==> config.mk <==
export PLATFORM = sky130hd
export DESIGN_NAME = ps2_host_tx
export DESIGN_NICKNAME = d
export VERILOG_FILES = /design/src/rtl/ps2_pkg.sv /design/src/rtl/ps2_sync_edge.sv /design/src/rtl/ps2_host_tx.sv
export SDC_FILE = /design/constraint.sdc
export NUM_CORES = 1
export LEC_CHECK = 0
export BUFFER_PORTS_ARGS = -buffer_cell sky130_fd_sc_hd__buf_2
export CAP_MARGIN = 20
export CORE_ASPECT_RATIO = 1.25
export CORE_UTILIZATION = 63
export DETAILED_ROUTE_END_ITERATION = 16
export HOLD_SLACK_MARGIN = 0.06
export PLACE_DENSITY_LB_ADDON = 0.05
export SYNTH_ARGS = -nofsm -noshare
export SYNTH_HDL_FRONTEND = slang
export SYNTH_SLANG_ARGS = --single-unit
==> constraint.sdc <==
create_clock -name clk -period 2.67 [get_ports clk]
set_input_delay 0.534 -clock clk [delete_from_list [all_inputs] [get_ports clk]]
set_output_delay 0.534 -clock clk [all_outputs]
set_load 0.01 [all_outputs]
==> src/rtl/ps2_pkg.sv <==
// Shared types and constants for the PS/2 host-to-device transmit path.
package ps2_pkg;

  // Host transmit sequencer states.
  typedef enum logic [2:0] {
    IDLE,
    INHIBIT,
    REQ,
    SEND,
    ACK,
    WAIT_IDLE
  } ps2_tx_state_t;

  // Positions inside the shifted frame (data occupies bits 7..0).
  localparam int PS2_PARITY_IDX = 8;
  localparam int PS2_STOP_IDX   = 9;

  // Build the 11-bit frame: data LSB first, odd parity, stop bit, and a
  // trailing released slot that is never driven low.
  function automatic logic [10:0] ps2_build_frame(input logic [7:0] data);
    logic [10:0] f;
    f                 = '1;
    f[7:0]            = data;
    f[PS2_PARITY_IDX] = ~^data;
    f[PS2_STOP_IDX]   = 1'b1;
    return f;
  endfunction

endpackage

==> src/rtl/ps2_sync_edge.sv <==
// Two-flop synchronizer for a group of PS/2 pad inputs, with a registered
// falling-edge detector on bit 0 (the clock line). Other bits are only
// synchronized.
module ps2_sync_edge #(
  parameter int WIDTH = 2
) (
  input  logic             clk,
  input  logic             rst,
  input  logic [WIDTH-1:0] pad_in,
  output logic [WIDTH-1:0] sync_out,
  output logic             fe
);

  logic [WIDTH-1:0] meta_q, meta_d;
  logic [WIDTH-1:0] sync_q, sync_d;
  logic             prev_q, prev_d;
  logic             fe_q, fe_d;

  // Next-state: shift pads through the synchronizer and flag a 1->0 step of bit 0.
  always_comb begin
    meta_d = pad_in;
    sync_d = meta_q;
    prev_d = sync_q[0];
    fe_d   = prev_q & ~sync_q[0];
  end

  // Registers; idle PS/2 lines are high, so the chain resets to 1.
  always_ff @(posedge clk) begin
    if (rst) begin
      meta_q <= '1;
      sync_q <= '1;
      prev_q <= 1'b1;
      fe_q   <= 1'b0;
    end else begin
      meta_q <= meta_d;
      sync_q <= sync_d;
      prev_q <= prev_d;
      fe_q   <= fe_d;
    end
  end

  assign sync_out = sync_q;
  assign fe       = fe_q;

endmodule

==> src/rtl/ps2_host_tx.sv <==
// PS/2 host-to-device transmitter: inhibits the bus, issues a request-to-send,
// shifts one command byte out on device-generated clocks and checks the ack.
// The pads are driven by the parent as kclk = ps2_clk_oe ? 1'b0 : 1'bz.
module ps2_host_tx
  import ps2_pkg::*;
#(
  parameter int INHIBIT_CYCLES = 6500,
  parameter int TIMEOUT_CYCLES = 1_300_000
) (
  input  logic       clk,
  input  logic       rst,
  input  logic [7:0] tx_data,
  input  logic       tx_valid,
  output logic       tx_ready,
  output logic       busy,
  output logic       done,
  output logic       err,
  input  logic       ps2_clk_in,
  input  logic       ps2_data_in,
  output logic       ps2_clk_oe,
  output logic       ps2_data_oe
);

  localparam int CNT_MAX = (TIMEOUT_CYCLES > INHIBIT_CYCLES) ? TIMEOUT_CYCLES : INHIBIT_CYCLES;
  localparam int CNT_W   = $clog2(CNT_MAX + 1);
  localparam logic [CNT_W-1:0] INHIBIT_LAST = CNT_W'(INHIBIT_CYCLES - 1);
  localparam logic [CNT_W-1:0] TIMEOUT_LAST = CNT_W'(TIMEOUT_CYCLES - 1);
  localparam logic [3:0]       STOP_CNT     = 4'(PS2_STOP_IDX);

  ps2_tx_state_t    state_q, state_d;
  logic [10:0]      frame_q, frame_d;
  logic [3:0]       bitcnt_q, bitcnt_d;
  logic [CNT_W-1:0] cnt_q, cnt_d;
  logic             clk_oe_q, clk_oe_d;
  logic             data_oe_q, data_oe_d;
  logic             busy_q, busy_d;
  logic             done_q, done_d;
  logic             err_q, err_d;

  logic [1:0]       pad_sync;
  logic             clk_sync;
  logic             data_sync;
  logic             clk_fe;

  ps2_sync_edge #(
    .WIDTH(2)
  ) u_sync (
    .clk     (clk),
    .rst     (rst),
    .pad_in  ({ps2_data_in, ps2_clk_in}),
    .sync_out(pad_sync),
    .fe      (clk_fe)
  );

  assign clk_sync  = pad_sync[0];
  assign data_sync = pad_sync[1];

  // Sequencer: next state, frame shifting, shared inhibit/timeout counter and line drives.
  always_comb begin
    state_d   = state_q;
    frame_d   = frame_q;
    bitcnt_d  = bitcnt_q;
    cnt_d     = cnt_q;
    clk_oe_d  = clk_oe_q;
    data_oe_d = data_oe_q;
    done_d    = 1'b0;
    err_d     = 1'b0;

    case (state_q)
      IDLE: begin
        clk_oe_d  = 1'b0;
        data_oe_d = 1'b0;
        cnt_d     = '0;
        bitcnt_d  = '0;
        if (tx_valid && tx_ready) begin
          frame_d  = ps2_build_frame(tx_data);
          clk_oe_d = 1'b1;
          state_d  = INHIBIT;
        end
      end

      INHIBIT: begin
        clk_oe_d  = 1'b1;
        data_oe_d = 1'b0;
        if (cnt_q == INHIBIT_LAST) begin
          cnt_d     = '0;
          data_oe_d = 1'b1;
          state_d   = REQ;
        end else begin
          cnt_d = cnt_q + CNT_W'(1);
        end
      end

      REQ: begin
        clk_oe_d  = 1'b0;
        data_oe_d = 1'b1;
        bitcnt_d  = '0;
        cnt_d     = '0;
        state_d   = SEND;
      end

      SEND: begin
        cnt_d = cnt_q + CNT_W'(1);
        if (cnt_q == TIMEOUT_LAST) begin
          clk_oe_d  = 1'b0;
          data_oe_d = 1'b0;
          err_d     = 1'b1;
          state_d   = IDLE;
        end else if (clk_fe) begin
          data_oe_d = ~frame_q[bitcnt_q];
          bitcnt_d  = bitcnt_q + 4'd1;
          if (bitcnt_q == STOP_CNT) begin
            data_oe_d = 1'b0;
            state_d   = ACK;
          end
        end
      end

      ACK: begin
        clk_oe_d  = 1'b0;
        data_oe_d = 1'b0;
        cnt_d     = cnt_q + CNT_W'(1);
        if (cnt_q == TIMEOUT_LAST) begin
          err_d   = 1'b1;
          state_d = IDLE;
        end else if (clk_fe) begin
          if (!data_sync) begin
            state_d = WAIT_IDLE;
          end else begin
            err_d   = 1'b1;
            state_d = IDLE;
          end
        end
      end

      WAIT_IDLE: begin
        clk_oe_d  = 1'b0;
        data_oe_d = 1'b0;
        cnt_d     = cnt_q + CNT_W'(1);
        if (cnt_q == TIMEOUT_LAST) begin
          err_d   = 1'b1;
          state_d = IDLE;
        end else if (clk_sync && data_sync) begin
          done_d  = 1'b1;
          state_d = IDLE;
        end
      end

      default: begin
        clk_oe_d  = 1'b0;
        data_oe_d = 1'b0;
        state_d   = IDLE;
      end
    endcase

    busy_d = (state_d != IDLE);
  end

  // State and output registers; reset releases both lines with no status pulse.
  always_ff @(posedge clk) begin
    if (rst) begin
      state_q   <= IDLE;
      frame_q   <= '0;
      bitcnt_q  <= '0;
      cnt_q     <= '0;
      clk_oe_q  <= 1'b0;
      data_oe_q <= 1'b0;
      busy_q    <= 1'b0;
      done_q    <= 1'b0;
      err_q     <= 1'b0;
    end else begin
      state_q   <= state_d;
      frame_q   <= frame_d;
      bitcnt_q  <= bitcnt_d;
      cnt_q     <= cnt_d;
      clk_oe_q  <= clk_oe_d;
      data_oe_q <= data_oe_d;
      busy_q    <= busy_d;
      done_q    <= done_d;
      err_q     <= err_d;
    end
  end

  // Ready only once the completion pulse has cleared, one cycle after busy drops.
  assign tx_ready    = (state_q == IDLE) && !done_q && !err_q;
  assign busy        = busy_q;
  assign done        = done_q;
  assign err         = err_q;
  assign ps2_clk_oe  = clk_oe_q;
  assign ps2_data_oe = data_oe_q;

endmodule

==> results.toml <==
[global_routing]
grtUsageMet1_pct = 30.6
gr-total-overflow = 0
use_met2_pct = 43.0
grt_max_degree = 30
grt.total_usage_pct = 25.2
grt.met3_usage_pct = 4.57
grt_pass1_wl_um = 7930
grt_pass1_vias = 1828
top_usage_layer = "met2"
grt_antenna_before_repair = 0

[sta]
hold_viol_final = 0
max_freq_mhz = 440
finalMaxSlewViolations = 0
min_period_ns = 2.27
fin_crit_sh_pct = 85.0
worst_slew_pin_slew_ns = 0.498
fin_worst_skew_ns = 0.0149
tns_ns = 0
rsz0062_at_grt = "no"
slew_headroom_pct = 66.7
setup_violations = 0
timing.final.ws_setup_ns = 0.399

[worst_setup_path]
r2r-end = "cnt_q[14]"
crit_arrival_ns = 1.74
crit_start = "state_q[2]"
r2r_cells = 6
crit_end = "tx_ready"
rr_startpoint = "state_q[1]"
reg2reg_slack_ns = 0.72
crit_path_start_kind = "flip-flop"
path_max_fanout = 14
path_class = "flip-flop to output port"
required_ns = 2.14
end_kind = "output port"

[clock_network]
postCtsResizedCells = 0
post_cts_buffers = 0
clockRootBuffer = "clkbuf_8"
htreeDepth = 2
clk_latency_ns = 0.31
cts_sinks = 49
numCtsBuffers = 5
path_clk_slew_ns = 0.10
clockBufferDepth = 2
hold_buffers = 0
tritoncts = "yes"

[logic_synthesis]
synth_edf_count = 0
synth_fp_nets = 298
synthMostInstantiatedCell = "dfxtp_1"
avgSynthCellArea_um2 = 8.49
seq_area_frac_synth_pct = 41.0
postSynthCellCount = 282
synth_top_area_share_pct = 41.0
async_reset_ff_share_pct = 0
synth-main-ff-cell = "dfxtp_1"
yosysTopAreaCell = "dfxtp_1"
ys_warn_count = 0
synth.cell_area_mm2 = 0.00239
synth_common_cells = "49 x dfxtp_1, 36 x nor2_1, 31 x nand2_1"
ys_seq_elements = 49
ys_types = 49
ys_top_cells_by_area = "dfxtp_1 41%, xor2_1 5.9%, nor2_1 5.6%, nand2_1 4.9%, a21oi_1 4.6%"

[routing]
antenna_left = 0
wl_per_cell_um = 13.7
routed_wirelength_um = 4600
drt_iter0_drc = 129
drc_errors = 2
vias = 1924
viasPerCell = 5.73
first_pass_iters = 10

[flow_run]
max_cap_viol_count = 0

[floorplan]
core.rowCount = 24
die_h_um = 70.9
die_w_um = 57.1
pin_count = 19
die-area_mm2 = 0.00405
core-area_mm2 = 0.00357
initial_core_util_pct = 67.0

[outcome]
violations = "design-rule violations"
status = "finished, violations left"

[power_and_ir_drop]
power.density_mw_per_mm2 = 518
leakagePower_nw = 0.981
vdd.ir_drop.worst_uv = 381

[finish]
multi_input_area_mm2 = 0.00132
stdcell_count = 336
nets = 312
nFillCells = 301
register_area_um2 = 981
n_antenna_cell = 0
synthToLayoutAreaGrowth_pct = 7.26
fin_util_pct = 71.9
drive_above_1_share_pct = 13.8
fin_area_mm2 = 0.00257

[hold_path]
hp-class = "flip-flop to flip-flop"

[placement]
gp_congestion = 0.841
numPortBuffers = 18
dp.cells = 328
post_dp_cell_area_mm2 = 0.00247
place_ws_ns = 0.744
place_hpwl_um = 3320
layout make-up:
| cell class | instances | share of cell area, % |
|---|---|---|
| multi-input combinational | 214 | 51.5 |
| sequential | 49 | 38.2 |
| timing repair buffer | 18 | 3.51 |
| clock buffer | 6 | 3.21 |
| tap | 39 | 1.90 |
| inverter | 8 | 1.17 |
| clock inverter | 2 | 0.536 |
worst min path at each step:
stage	end	slack, ns	startpoint	cells after the start
2_1_floorplan	u_sync.sync_out[0]	0.39	u_sync.meta_q[0]	1
3_3_place_gp	u_sync.sync_out[1]	0.39	u_sync.meta_q[1]	1
3_5_place_dp	u_sync.sync_out[0]	0.39	u_sync.meta_q[0]	1
4_1_cts	u_sync.meta_q[0]	0.40	ps2_clk_in	2
5_1_grt	u_sync.meta_q[1]	0.41	ps2_data_in	2
6_report	u_sync.sync_out[0]	0.40	u_sync.meta_q[0]	1
routing by layer:
| layer | share of wire (%) | wire length, um |
|---|---|---|
| met3 | 2.9 | 134 |
| met2 | 50 | 2310 |
| met5 | 0 | 0 |
| met1 | 44 | 2040 |
| met4 | 2.3 | 106 |
registers in the layout, indices dropped and copies added, names as in the netlist:
| register | flops |
|---|---|
| bitcnt_q | 4 |
| busy | 1 |
| cnt_q | 21 |
| done | 1 |
| err | 1 |
| frame_q | 10 |
| ps2_clk_oe | 1 |
| ps2_data_oe | 1 |
| state_q | 3 |
| u_sync.fe | 1 |
| u_sync.meta_q | 2 |
| u_sync.prev_q | 1 |
| u_sync.sync_out | 2 |
cells by family (layout without fill, tap and decap cells):
family	after synthesis	after routing	synth area share [%]
AND/OR/NAND/NOR	135	135	29.7
flip-flops	49	49	41.0
AO/OA/AOI/OAI	44	44	10.9
XOR/XNOR	27	27	9.87
buffers and inverters	19	34	3.81
multiplexers	5	5	3.24
adder cells (fa/ha/maj)	3	3	1.57
report_power, final:
part / internal, mW / switching (mW)
clock network: 0.210 / 0.241
logic: 0.0533 / 0.0618
registers: 0.751 / 0.0137
total: 1.01 / 0.316
worst max-delay path, cell delays in order, from the launching register on:
cell and delay [ns]:
dfxtp_1 0.47, or4_4 0.63, nor2_8 0.17, buf_2 0.16
stage by stage:
| step | hold WS (ns) | total power, mW |
|---|---|---|
| after floorplan | 0.389 | 0.871 |
| after CTS | 0.402 | 1.34 |
| after global placement | 0.392 | 0.896 |
| after detailed placement | 0.394 | 0.897 |
| after global routing | 0.409 | 1.39 |
| final | 0.403 | 1.33 |
cells in the final DEF (no fill, tap or decap), types with 3 or more instances in the layout:
master / count
ha_1: 3
xor2_1: 16
buf_2: 18
xnor2_1: 11
o21ai_0: 10
dfxtp_1: 49
nor2b_1: 4
inv_1: 8
nand4_1: 6
nor2_1: 36
and3_1: 11
clkbuf_8: 6
a21oi_1: 22
nand2_1: 31
nand3_1: 12
or3_1: 3
or2_2: 5
nor3_1: 8
nand2b_1: 3
No activity file was read; power rests on OpenSTA's default activity.
